$ cat config.mk
export PLATFORM = sky130hd
export DESIGN_NAME = useq_ctrl_flat
export DESIGN_NICKNAME = d
export VERILOG_FILES = /design/src/rtl/useq_if.sv /design/src/rtl/useq_ctrl.sv /design/src/flat_wrapper.sv
export SDC_FILE = /design/constraint.sdc
export NUM_CORES = 1
export LEC_CHECK = 0
export CAP_MARGIN = 20
export CORE_UTILIZATION = 44
export DETAILED_ROUTE_END_ITERATION = 6
export GPL_TIMING_DRIVEN = 0
export PLACE_DENSITY_LB_ADDON = 0.25
export SLEW_MARGIN = 10
export SYNTH_ARGS = -nofsm -noshare
export SYNTH_HDL_FRONTEND = slang
export SYNTH_SLANG_ARGS = --single-unit
$ cat constraint.sdc
create_clock -name clk -period 3 [get_ports clk]
set_input_delay 0.6 -clock clk [delete_from_list [all_inputs] [get_ports clk]]
set_output_delay 0.6 -clock clk [all_outputs]
set_load 0.01 [all_outputs]
$ cat src/rtl/useq_if.sv
// Sequencer bundle: microword sequencing inputs and uPC/trap status outputs.
interface useq_if #(
    parameter int AW    = 9,
    parameter int DEPTH = 4
);
    localparam int SW = $clog2(DEPTH) + 1;

    logic          stall;
    logic [2:0]    seq_op;
    logic [AW-1:0] target;
    logic          cond;
    logic [AW-1:0] dispatch_addr;
    logic          irq;
    logic          exc;
    logic [AW-1:0] upc;
    logic          trap_taken;
    logic          in_irq;
    logic          stk_err;
    logic [SW-1:0] sp;

    modport master (
        output stall, seq_op, target, cond, dispatch_addr, irq, exc,
        input  upc, trap_taken, in_irq, stk_err, sp
    );

    modport slave (
        input  stall, seq_op, target, cond, dispatch_addr, irq, exc,
        output upc, trap_taken, in_irq, stk_err, sp
    );
endinterface

$ cat src/rtl/useq_ctrl.sv
// Microcode sequencer: next-uPC select, return stack, loop counter, traps.
// Optional perf counters (stall_cycles, trap_count) under USEQ_PERF_CNT_EN.
module useq_ctrl #(
    parameter int            AW      = 9,
    parameter int            DEPTH   = 4,
    parameter logic [AW-1:0] IRQ_VEC = 9'h01F,
    parameter logic [AW-1:0] EXC_VEC = 9'h01D,
    parameter logic [AW-1:0] RST_VEC = 9'h000
) (
    input  logic        clk,
    input  logic        rst,
    useq_if.slave       bus
`ifdef USEQ_PERF_CNT_EN
    ,
    output logic [15:0] stall_cycles,
    output logic [7:0]  trap_count
`endif
);
    localparam int SW = $clog2(DEPTH) + 1;
    localparam int IW = $clog2(DEPTH);

    typedef enum logic [2:0] {
        OP_NEXT, OP_JUMP, OP_BR, OP_DISP,
        OP_CALL, OP_RET, OP_LOOP, OP_LDCNT
    } op_e;

    logic [AW-1:0] upc_q, upc_d, upc_inc, seq_nxt, top, push_val;
    logic [SW-1:0] sp_q, sp_d, saved_q, saved_d;
    logic [7:0]    cnt_q, cnt_d;
    logic          in_irq_q, in_irq_d, err_q, err_d, trap_q, trap_d;
    logic          push, full, empty;
    logic [AW-1:0] stk [DEPTH];
    op_e           op;

    always_comb begin
        op       = op_e'(bus.seq_op);
        upc_inc  = upc_q + 1'b1;
        top      = stk[IW'(sp_q - 1'b1)];
        full     = (sp_q == SW'(DEPTH));
        empty    = (sp_q == '0);
        upc_d    = upc_q;
        sp_d     = sp_q;
        saved_d  = saved_q;
        cnt_d    = cnt_q;
        in_irq_d = in_irq_q;
        err_d    = err_q;
        trap_d   = 1'b0;
        push     = 1'b0;
        push_val = upc_inc;

        // Address the microword would have sequenced to, ignoring side effects
        unique case (op)
            OP_JUMP, OP_CALL: seq_nxt = bus.target;
            OP_BR:   seq_nxt = bus.cond ? bus.target : upc_inc;
            OP_DISP: seq_nxt = bus.dispatch_addr;
            OP_RET:  seq_nxt = empty ? EXC_VEC : top;
            OP_LOOP: seq_nxt = (cnt_q != 8'd0) ? bus.target : upc_inc;
            default: seq_nxt = upc_inc;
        endcase

        if (bus.exc) begin
            push     = 1'b1;
            push_val = bus.stall ? upc_q : seq_nxt;
            upc_d    = EXC_VEC;
            trap_d   = 1'b1;
        end else if (bus.irq && !in_irq_q && !bus.stall && op == OP_DISP) begin
            push     = 1'b1;
            push_val = bus.dispatch_addr;
            saved_d  = sp_q;
            in_irq_d = 1'b1;
            upc_d    = IRQ_VEC;
            trap_d   = 1'b1;
        end else if (!bus.stall) begin
            unique case (op)
                OP_CALL: begin
                    push  = 1'b1;
                    upc_d = bus.target;
                end
                OP_RET: begin
                    if (empty) begin
                        err_d  = 1'b1;
                        upc_d  = EXC_VEC;
                        trap_d = 1'b1;
                    end else begin
                        upc_d = top;
                        sp_d  = sp_q - 1'b1;
                        if (in_irq_q && sp_d == saved_q)
                            in_irq_d = 1'b0;
                    end
                end
                OP_LOOP: begin
                    upc_d = seq_nxt;
                    if (cnt_q != 8'd0)
                        cnt_d = cnt_q - 1'b1;
                end
                OP_LDCNT: begin
                    cnt_d = bus.target[7:0];
                    upc_d = upc_inc;
                end
                default: upc_d = seq_nxt;
            endcase
        end

        // A full stack drops the push but the jump still happens
        if (push) begin
            if (full)
                err_d = 1'b1;
            else
                sp_d = sp_q + 1'b1;
        end
    end

    always_ff @(posedge clk) begin
        if (rst) begin
            upc_q    <= RST_VEC;
            sp_q     <= '0;
            saved_q  <= '0;
            cnt_q    <= '0;
            in_irq_q <= 1'b0;
            err_q    <= 1'b0;
            trap_q   <= 1'b0;
        end else begin
            upc_q    <= upc_d;
            sp_q     <= sp_d;
            saved_q  <= saved_d;
            cnt_q    <= cnt_d;
            in_irq_q <= in_irq_d;
            err_q    <= err_d;
            trap_q   <= trap_d;
        end
    end

    always_ff @(posedge clk) begin
        if (!rst && push && !full)
            stk[sp_q[IW-1:0]] <= push_val;
    end

`ifdef USEQ_PERF_CNT_EN
    always_ff @(posedge clk) begin
        if (rst) begin
            stall_cycles <= '0;
            trap_count   <= '0;
        end else begin
            if (bus.stall && !bus.exc && stall_cycles != '1)
                stall_cycles <= stall_cycles + 1'b1;
            if (trap_d && trap_count != '1)
                trap_count <= trap_count + 1'b1;
        end
    end
`endif

    assign bus.upc        = upc_q;
    assign bus.sp         = sp_q;
    assign bus.trap_taken = trap_q;
    assign bus.in_irq     = in_irq_q;
    assign bus.stk_err    = err_q;
endmodule

$ cat src/flat_wrapper.sv
// flat-port wrapper written by rule: the top's interface ports become plain ports
module useq_ctrl_flat 
#(
    parameter int            AW      = 9,
    parameter int            DEPTH   = 4,
    parameter logic [AW-1:0] IRQ_VEC = 9'h01F,
    parameter logic [AW-1:0] EXC_VEC = 9'h01D,
    parameter logic [AW-1:0] RST_VEC = 9'h000
)
  (clk, rst, bus_stall, bus_seq_op, bus_target, bus_cond, bus_dispatch_addr, bus_irq, bus_exc, bus_upc, bus_trap_taken, bus_in_irq, bus_stk_err, bus_sp);
  useq_if #(.AW(AW), .DEPTH(DEPTH)) bus_i ();
  input  logic clk;
  input  logic rst;
  input wire logic [$bits(bus_i.stall)-1:0] bus_stall;
  input wire logic [$bits(bus_i.seq_op)-1:0] bus_seq_op;
  input wire logic [$bits(bus_i.target)-1:0] bus_target;
  input wire logic [$bits(bus_i.cond)-1:0] bus_cond;
  input wire logic [$bits(bus_i.dispatch_addr)-1:0] bus_dispatch_addr;
  input wire logic [$bits(bus_i.irq)-1:0] bus_irq;
  input wire logic [$bits(bus_i.exc)-1:0] bus_exc;
  output wire logic [$bits(bus_i.upc)-1:0] bus_upc;
  output wire logic [$bits(bus_i.trap_taken)-1:0] bus_trap_taken;
  output wire logic [$bits(bus_i.in_irq)-1:0] bus_in_irq;
  output wire logic [$bits(bus_i.stk_err)-1:0] bus_stk_err;
  output wire logic [$bits(bus_i.sp)-1:0] bus_sp;
  assign bus_i.stall = bus_stall;
  assign bus_i.seq_op = bus_seq_op;
  assign bus_i.target = bus_target;
  assign bus_i.cond = bus_cond;
  assign bus_i.dispatch_addr = bus_dispatch_addr;
  assign bus_i.irq = bus_irq;
  assign bus_i.exc = bus_exc;
  assign bus_upc = bus_i.upc;
  assign bus_trap_taken = bus_i.trap_taken;
  assign bus_in_irq = bus_i.in_irq;
  assign bus_stk_err = bus_i.stk_err;
  assign bus_sp = bus_i.sp;
  useq_ctrl #(.AW(AW), .DEPTH(DEPTH), .IRQ_VEC(IRQ_VEC), .EXC_VEC(EXC_VEC), .RST_VEC(RST_VEC)) u_core (.clk(clk), .rst(rst), .bus(bus_i));
endmodule
==> impl_metrics.ini, run 1 <==
[pwr]
seqPwrFrac_pct = 45.2
p_int_mw = 1.49
power_mw = 2.18
power_density_nw_per_um2 = 494
ir_drop_mv = 0.218
leakagePower_nw = 1.55
p_sw_uw = 685
netSwitchingFraction_pct = 31.5
pwr-share-comb_pct = 23.3
p_clk_share_pct = 31.4

[synthesis]
syn_avg_cell_area_um2 = 9.97
ys_ff_latch = 62
netlist_area_um2 = 3660
yosysUniqueCellTypes = 57
synth_ff_type = edfxtp_1
yosysWarnings = 0
yosys.area.top_type = edfxtp_1
yosysMostFrequentCell = edfxtp_1
async_flop_share_pct = 0
synth.top_cells.by_area = edfxtp_1, dfxtp_1, mux4_2
synth-seq-area-share_pct = 43.8
synth_nets = 401
synth_edf_count = 36
ys_top_cells_by_count = edfxtp_1, nor2_1, dfxtp_1, nand3_1
synth_top_area_share_pct = 29.5
syn_inst = 367

[detailed_routing]
wl_met1_um = 4540
drt_wl_total_um = 10200
maxUsedRoutingLayer = met4
route.met2.wl_um = 4510
via_per_inst = 6.12
firstDrtPassIters = 6
dr_total_vias = 3205
wl_met3_um = 768
drc = 0
ant_nets = 0
drtIter0Drc = 253
wl_per_cell_um = 19.4

[clock_tree]
hold_buffers = 0
clkSlewWorstSetupHoldPaths_ps = 70
insertion_delay_ps = 360
cts_tree = built
numCtsBuffers = 9
clockRootBuffer = clkbuf_8
cts.sinks = 62
htree_levels = 3
post_cts_buffers = 0
cts_buffer_depth = 2

[floorplanning]
core-area_um2 = 7890
die_h_um = 93.2
start_util_pct = 46.4
die-area_um2 = 8680
die_w_um = 93.2
rows = 32
num_io_pins = 42

[cells_and_area]
diodes = 0
postLayoutCoreUtil_pct = 55.8
area_delta_synth_final_pct = 20.3
instances_no_fill = 524
final_area_um2 = 4400
nNetsFinal = 451
nFillCells = 711
drive_above_1_share_pct = 12.3

[grt]
grtUsageTotal_pct = 24.8
grt_max_degree = 14
grt_pass1_wl_um = 16100
first_global_vias = 3081
antenna_found_initial = 0
grt_overflow_total = 0

[setup_path]
crit_arrival_ps = 2950
required_ps = 3070
critPathTopFamily = compound AO/OA/AOI/OAI gates
crit_chain = buf_6 -> buf_6 -> inv_1 -> ha_4 -> mux4_2 -> o21a_1 -> a2111o_1 -> a311oi_2 -> o22ai_2
cp_num_buf_inv = 3
crit_type = flip-flop to flip-flop
worst_path_most_repeated_cell = buf_6
start_kind = flip-flop
cp-end-kind = flip-flop
crit_fanout = 10
crit_slowest_cell = a2111o_1
max_stage_delay_ps = 400

[outcome]
outcome = complete, no violations

[placement]
dpl_cell_area_um2 = 4190
place_inst = 509
gp_congestion = 0.939
dp_slack_ps = -386
post-dp-hpwl_um = 7430
port_buffers = 40

[timing]
whs_ps = 485
setup_tns_ps = 0
hold_viol_final = 0
slew_headroom_pct = 57.3
rsz0062_at_grt = false
setup_ws_ps = 121
clock.fmax_ghz = 0.347
fin_worst_skew_ps = 10.8
setup_viol = 0
drv_slew = 0
post-route-period-util_pct = 96.0
worst_pin_slew_ps = 640
period_needed_ps = 2880

[flow_run]
cap_violations = 0

[min_path]
hold_class = flip-flop to flip-flop
==> cell usage in the layout (no fill, tap or decap), drive strengths merged, types with 3 or more instances in the layout <==
cell type,count
clkdlybuf4s50,40
edfxtp,36
nor2,32
dfxtp,26
clkbuf,26
nand3,20
o21ai,19
nand2,19
a21oi,15
and3,14
inv,14
a211oi,10
xnor2,8
mux4,8
buf,8
nand2b,7
a221oi,7
a22oi,7
ha,7
mux2i,6
nor3,6
and2,5
o2111ai,5
xor2,5
a31oi,5
o22ai,5
a31o,4
mux2,4
nand3b,4
o31ai,4
nor3b,4
nand4,3
o21a,3
nor2b,3
or3,3
or4,3
clkinv,3
==> registers in the layout, indices dropped and copies added, names as in the netlist <==
name	cells
u_core.bus.in_irq	1
u_core.bus.upc	9
u_core.saved_q	3
u_core.bus.sp	3
u_core.cnt_q	8
u_core.stk	36
u_core.bus.trap_taken	1
u_core.bus.stk_err	1
==> metal layers <==
| metal | vias to the layer above | global-route usage, % |
|---|---|---|
| met5 | - | 0 |
| met3 | 27 | 4.47 |
| met4 | 0 | 12.8 |
| met2 | 128 | 38.1 |
| met1 | 1536 | 33.4 |
| li1 | 1514 | - |
==> power groups by stage <==
stage                     sequential [mW]  clock (mW)  combinational (mW)
after CTS                           0.984       0.696               0.492
after detailed placement             1.00           0               0.483
final                               0.985       0.684               0.507
after global routing                0.990       0.726               0.552
after global placement               1.00           0               0.480
after floorplan                      1.00           0               0.311
==> final timing paths <==
check,from,end,slack (ps),cells past startpoint
worst max-delay path,u_core.bus.sp[0],u_core.stk[3][0],120,9
worst min-delay path,u_core.bus.stk_err,u_core.bus.stk_err,490,2
worst max register to register,u_core.bus.sp[0],u_core.stk[3][0],120,9
worst min register to register,u_core.bus.stk_err,u_core.bus.stk_err,490,2
==> tightest hold or removal path: stages, from the launching register on <==
cell and delay [ps]:
dfxtp_1 340, a21oi_1 40, nor2_1 70
==> final cells by class <==
type	count	area, µm²	share of cell area [%]
multi-input cells	268	1920	43.7
clock buffers	9	124	2.81
flip-flops and latches	62	1600	36.4
well taps	102	128	2.90
plain buffers	25	128	2.90
inverters	11	41.3	0.938
clock inverters	7	56.3	1.28
repair buffers	40	400	9.09
==> logic make-up after synthesis <==
| kind of cell | after synthesis | synth area share (%) |
|---|---|---|
| and+or+nand+nor | 132 | 19.4 |
| AOI/OAI and AO/OA | 98 | 19.0 |
| DFF | 62 | 43.8 |
| buffers and inverters | 37 | 4.41 |
| muxes | 18 | 7.90 |
| xor gates and xnor gates | 13 | 3.11 |
| adders and majority gates | 7 | 2.39 |
==> timing repair <==
| item | CTS | global route |
|---|---|---|
| resized for setup | 4 | 9 |
| pin swaps | 0 | 2 |
| setup endpoints to repair | 30 | 56 |
Power figures use the tool's default switching activity.
==> run 2, diff against run 1 <==
--- a/config.mk
+++ b/config.mk
@@ -6,10 +6,12 @@
 export NUM_CORES = 1
 export LEC_CHECK = 0
 export CAP_MARGIN = 20
-export CORE_UTILIZATION = 44
+export CELL_PAD_IN_SITES_DETAIL_PLACEMENT = 0
+export CELL_PAD_IN_SITES_GLOBAL_PLACEMENT = 2
+export CORE_UTILIZATION = 36
 export DETAILED_ROUTE_END_ITERATION = 6
-export GPL_TIMING_DRIVEN = 0
 export PLACE_DENSITY_LB_ADDON = 0.25
+export SKIP_CTS_REPAIR_TIMING = 1
 export SLEW_MARGIN = 10
 export SYNTH_ARGS = -nofsm -noshare
 export SYNTH_HDL_FRONTEND = slang
==> run 2 against run 1 <==
- via count down 2.4%
- largest cell class unchanged
- sequential power decreased by 0.5%
- register-to-register slack better by 200 ps
- non-clock buffer count grew 5
- hold slack gained 0.64 ps
- clock-buffer cell count increased by 1
- first-iteration DRC count down 37%
- highest routed layer unchanged
- cell area up 4.1%
- critical path type unchanged
- maximum frequency is 7.5% higher
==> impl_metrics.ini, run 2 (synthesized netlist as in run 1, its figures left out) <==
[outcome]
outcome = complete, no violations

[clock_tree]
clockRootBuffer = clkbuf_8
clkSlewWorstSetupHoldPaths_ps = 70
htree_levels = 3
cts_buffer_depth = 2
cts.sinks = 62
insertion_delay_ps = 350
numCtsBuffers = 9
cts_tree = built

[placement]
place_inst = 544
dp_slack_ps = 127
post-dp-hpwl_um = 7920
port_buffers = 41
gp_congestion = 0.984
dpl_cell_area_um2 = 4380

[setup_path]
cp-end-kind = flip-flop
crit_type = flip-flop to flip-flop
crit_arrival_ps = 2740
start_kind = flip-flop
crit_fanout = 8
crit_slowest_cell = ha_1
critPathTopFamily = compound AO/OA/AOI/OAI gates
max_stage_delay_ps = 480
cp_num_buf_inv = 1
required_ps = 3060
crit_chain = inv_1 -> ha_1 -> mux4_2 -> o21a_1 -> a2111o_1 -> a311oi_2 -> o22ai_1

[detailed_routing]
via_per_inst = 5.58
drc = 0
wl_per_cell_um = 18.9
ant_nets = 0
dr_total_vias = 3127
drt_wl_total_um = 10600
firstDrtPassIters = 4
drtIter0Drc = 160

[cells_and_area]
instances_no_fill = 560
final_area_um2 = 4580
diodes = 0
layout_common_cells = clkdlybuf4s50_1, edfxtp_1, nor2_1, dfxtp_1, buf_4
drive_above_1_share_pct = 15.0
nFillCells = 977
area_delta_synth_final_pct = 25.2
largest_reg_flops = 36
layout.cells.most_common = clkdlybuf4s50_1
nNetsFinal = 456
postLayoutCoreUtil_pct = 46.7

[floorplanning]
die-area_um2 = 10600
die_h_um = 103
rows = 36
num_io_pins = 42
core-area_um2 = 9820
die_w_um = 103
start_util_pct = 37.3

[grt]
grt_pass1_wl_um = 16400
grt_max_degree = 25
first_global_vias = 3026
antenna_found_initial = 0
grtUsageTotal_pct = 21.2
grt_overflow_total = 0

[pwr]
power_mw = 2.26
ir_drop_mv = 0.311
pwr-share-comb_pct = 23.5
leakagePower_nw = 1.64
p_sw_uw = 667
p_int_mw = 1.59
netSwitchingFraction_pct = 29.6
seqPwrFrac_pct = 43.5
power_density_nw_per_um2 = 492
p_clk_share_pct = 33.1

[timing]
drv_slew = 0
post-route-period-util_pct = 89.2
whs_ps = 486
fin_worst_skew_ps = 11.4
rsz0062_at_grt = false
worst_pin_slew_ps = 463
setup_tns_ps = 0
period_needed_ps = 2680
setup_viol = 0
setup_ws_ps = 323
hold_viol_final = 0
clock.fmax_ghz = 0.374
slew_headroom_pct = 69.2

[min_path]
hold_class = flip-flop to flip-flop

[flow_run]
cap_violations = 0
run 2: cell types whose count changed in the layout (fill, tap and decap cells not counted), moves of 2 or more:
cell and change:
buf_4 +25, buf_12 +4, buf_6 -3, clkbuf_1 -14, buf_2 -5, inv_6 -2
run 2: cell type report:
class | instances | area [µm²] | area share, %
Timing Repair Buffer | 70 | 678 | 14.8
Inverter | 11 | 41.3 | 0.901
Clock buffer | 10 | 128 | 2.79
Clock inverter | 6 | 71.3 | 1.56
Sequential cell | 62 | 1600 | 35.0
Tap cell | 133 | 166 | 3.63
Multi-Input combinational cell | 268 | 1900 | 41.4
run 2: metal layers:
layer  share of wire, %  vias to the layer above  track usage, %
met4                2.5                        0            8.88
met3                5.1                       12            3.80
met1                 49                     1505            29.7
met2                 44                       83            32.2
met5                  0                        -               0
li1                   -                     1527               -
run 2: path summary, 6_finish.rpt:
kind                              to               start  cells past startpoint  slack (ps)
setup / recovery    u_core.stk[2][0]    u_core.bus.sp[1]                      7         320
setup reg to reg    u_core.stk[2][0]    u_core.bus.sp[1]                      7         320
hold / removal    u_core.bus.stk_err  u_core.bus.stk_err                      2         490
hold reg to reg   u_core.bus.stk_err  u_core.bus.stk_err                      2         490
run 2: worst min-delay path, cell delays in order, from the launching register on:
cell and delay (ps):
dfxtp_1 340, a21oi_1 40, nor2_1 70
run 2: power by group through the flow:
stage | logic, mW | registers [mW] | clock network [mW]
after floorplan | 0.311 | 1.00 | 0
after global placement | 0.534 | 0.999 | 0
after detailed placement | 0.531 | 1.00 | 0
after CTS | 0.533 | 0.981 | 0.775
after global routing | 0.578 | 0.986 | 0.809
final | 0.529 | 0.980 | 0.746
==> run 3, diff against run 2 <==
--- a/config.mk
+++ b/config.mk
@@ -8,8 +8,9 @@
 export CAP_MARGIN = 20
 export CELL_PAD_IN_SITES_DETAIL_PLACEMENT = 0
 export CELL_PAD_IN_SITES_GLOBAL_PLACEMENT = 2
-export CORE_UTILIZATION = 36
+export CORE_UTILIZATION = 33
 export DETAILED_ROUTE_END_ITERATION = 6
+export GPL_TIMING_DRIVEN = 0
 export PLACE_DENSITY_LB_ADDON = 0.25
 export SKIP_CTS_REPAIR_TIMING = 1
 export SLEW_MARGIN = 10
==> constraint.sdc (replaced) <==
create_clock -name clk -period 2.33 [get_ports clk]
set_input_delay 0.466 -clock clk [delete_from_list [all_inputs] [get_ports clk]]
set_output_delay 0.466 -clock clk [all_outputs]
set_load 0.01 [all_outputs]
==> run 3 against run 2 <==
- the run now ends with negative setup slack left
- maximum frequency up 4.5%
- cell area increased by 4.0%
- critical path depth up 1
- clock-buffer cell count stayed put
- die area grew 8.9%
- global-route usage fell by 0.64 points
- register-to-register slack worse by 550 ps
- hold slack better by 18 ps
- setup slack lost 550 ps
- final cell count grew 1.8%
==> impl_metrics.ini, run 3 (synthesized netlist as in run 1, its figures left out) <==
[timing]
setup_ws_ps = -232
rsz0062_at_grt = true
setup_viol = 5
worst_pin_slew_ps = 684
hold_viol_final = 0
slew_headroom_pct = 54.4
post-route-period-util_pct = 110
clock.fmax_ghz = 0.390
fin_worst_skew_ps = 8.66
drv_slew = 0
period_needed_ps = 2560

[setup_path]
ff2ff_path_depth = 8
rrSetupSlack_ps = -230
max_stage_delay_ps = 440
crit_slowest_cell = a2111o_1
crit-reg2reg-launch = u_core.bus.sp[0]
required_ps = 2390
crit_path_start = u_core.bus.sp[0]
cp-end-kind = flip-flop
crit_arrival_ps = 2630
crit_chain = buf_12 -> inv_6 -> ha_4 -> mux4_2 -> o21a_1 -> a2111o_1 -> a311oi_4 -> o22ai_2
worstReg2RegEnd = u_core.stk[1][0]
crit_end = u_core.stk[1][0]
crit_type = flip-flop to flip-flop
start_kind = flip-flop
crit_fanout = 8

[grt]
first_global_vias = 3029
grt_pass1_wl_um = 17300
grt_max_degree = 13
grt_overflow_total = 0
grtUsageTotal_pct = 20.5
antenna_found_initial = 0

[clock_tree]
cts_buffer_depth = 2
cts_tree = built
clockRootBuffer = clkbuf_8
numCtsBuffers = 9
htree_levels = 3
cts.sinks = 62
insertion_delay_ps = 350
clkSlewWorstSetupHoldPaths_ps = 80

[floorplanning]
core-area_um2 = 10800
die_w_um = 107
die_h_um = 107
start_util_pct = 33.7
die-area_um2 = 11500
rows = 38
num_io_pins = 42

[pwr]
p_sw_uw = 930
power_density_nw_per_um2 = 634
leakagePower_nw = 1.68
p_int_mw = 2.09
pwr-share-comb_pct = 25.2
ir_drop_mv = 0.297
seqPwrFrac_pct = 42.2
power_mw = 3.02
netSwitchingFraction_pct = 30.8
p_clk_share_pct = 32.6

[detailed_routing]
ant_nets = 0
wl_per_cell_um = 20.0
dr_total_vias = 3202
drtIter0Drc = 171
drt_wl_total_um = 11400
drc = 0
via_per_inst = 5.62
firstDrtPassIters = 5

[cells_and_area]
postLayoutCoreUtil_pct = 44.0
layout_common_cells = clkdlybuf4s50_1, edfxtp_1, nor2_1, dfxtp_1, o21ai_0
area_delta_synth_final_pct = 30.3
nFillCells = 1054
drive_above_1_share_pct = 21.2
nNetsFinal = 459
instances_no_fill = 570
largest_reg_flops = 36
layout.cells.most_common = clkdlybuf4s50_1
diodes = 0

[placement]
port_buffers = 40
post-dp-hpwl_um = 8280
place_inst = 547
dp_slack_ps = -953
gp_congestion = 0.861

[min_path]
hold_class = flip-flop to flip-flop
whs_path_depth = 2
worstHoldStart = u_core.bus.stk_err

[outcome]
outcome = finished with violations
violations = negative setup slack

[flow_run]
cap_violations = 0
-- run 3: changes by cell type in the layout (fill, tap and decap cells not counted), moves of 3 or more --
| cell | delta |
|---|---|
| buf_4 | -13 |
| clkbuf_1 | +10 |
| a221oi_1 | -5 |
| a221oi_2 | +4 |
| and3_1 | -4 |
| and3_4 | +4 |
| buf_2 | +4 |
| buf_12 | -3 |
| clkbuf_4 | +3 |
| dfxtp_1 | -3 |
| nor3b_1 | -3 |
-- run 3: layer usage --
layer  share of wire [%]  track usage (%)  vias to the layer above  wire (µm)
met3                 6.2             5.57                       16        709
met4                 2.0             5.77                        0        225
met5                   0                0                        -          0
met2                  46             32.2                      107       5250
met1                  46             27.8                     1553       5240
li1                    -                -                     1526          -
-- run 3: worst min path at each step --
stage	to
2_1_floorplan	u_core.saved_q[0]
3_3_place_gp	u_core.bus.stk_err
3_5_place_dp	u_core.bus.stk_err
4_1_cts	u_core.bus.stk_err
5_1_grt	u_core.bus.stk_err
6_report	u_core.bus.stk_err
-- run 3: area by class of cell --
| cell class | count | area (µm²) | area share, % |
|---|---|---|---|
| clock buffers | 10 | 128 | 2.68 |
| clock inverters | 6 | 71.3 | 1.50 |
| well taps | 140 | 175 | 3.67 |
| plain buffers | 22 | 135 | 2.83 |
| inverters | 11 | 46.3 | 0.971 |
| repair buffers | 51 | 485 | 10.2 |
| multi-input cells | 268 | 2120 | 44.4 |
| flip-flops and latches | 62 | 1610 | 33.7 |
-- run 3: power groups by stage --
stage | sequential (mW) | combinational [mW] | clock, mW
finish | 1.28 | 0.763 | 0.985
floorplan | 1.29 | 0.420 | 0
global route | 1.28 | 0.825 | 1.06
detailed placement | 1.29 | 0.657 | 0
global placement | 1.29 | 0.659 | 0
CTS | 1.27 | 0.660 | 1.01
-- run 3: through the flow --
stage	hold slack (ps)	area (µm²)	TNS [ps]
floorplan	481	3690	-372
global placement	483	4270	-72690
detailed placement	486	4270	-69430
CTS	506	4470	-35730
global route	536	4770	-2080
finish	504	4770	-957
-- run 3: critical path, delay by kind of cell (launching register included) --
kind,cells,cell delay [ps]
AO/OA/AOI/OAI,4,1140
flip-flops,1,410
multiplexers,1,300
adder cells (fa/ha/maj),1,280
buffers and inverters,2,170
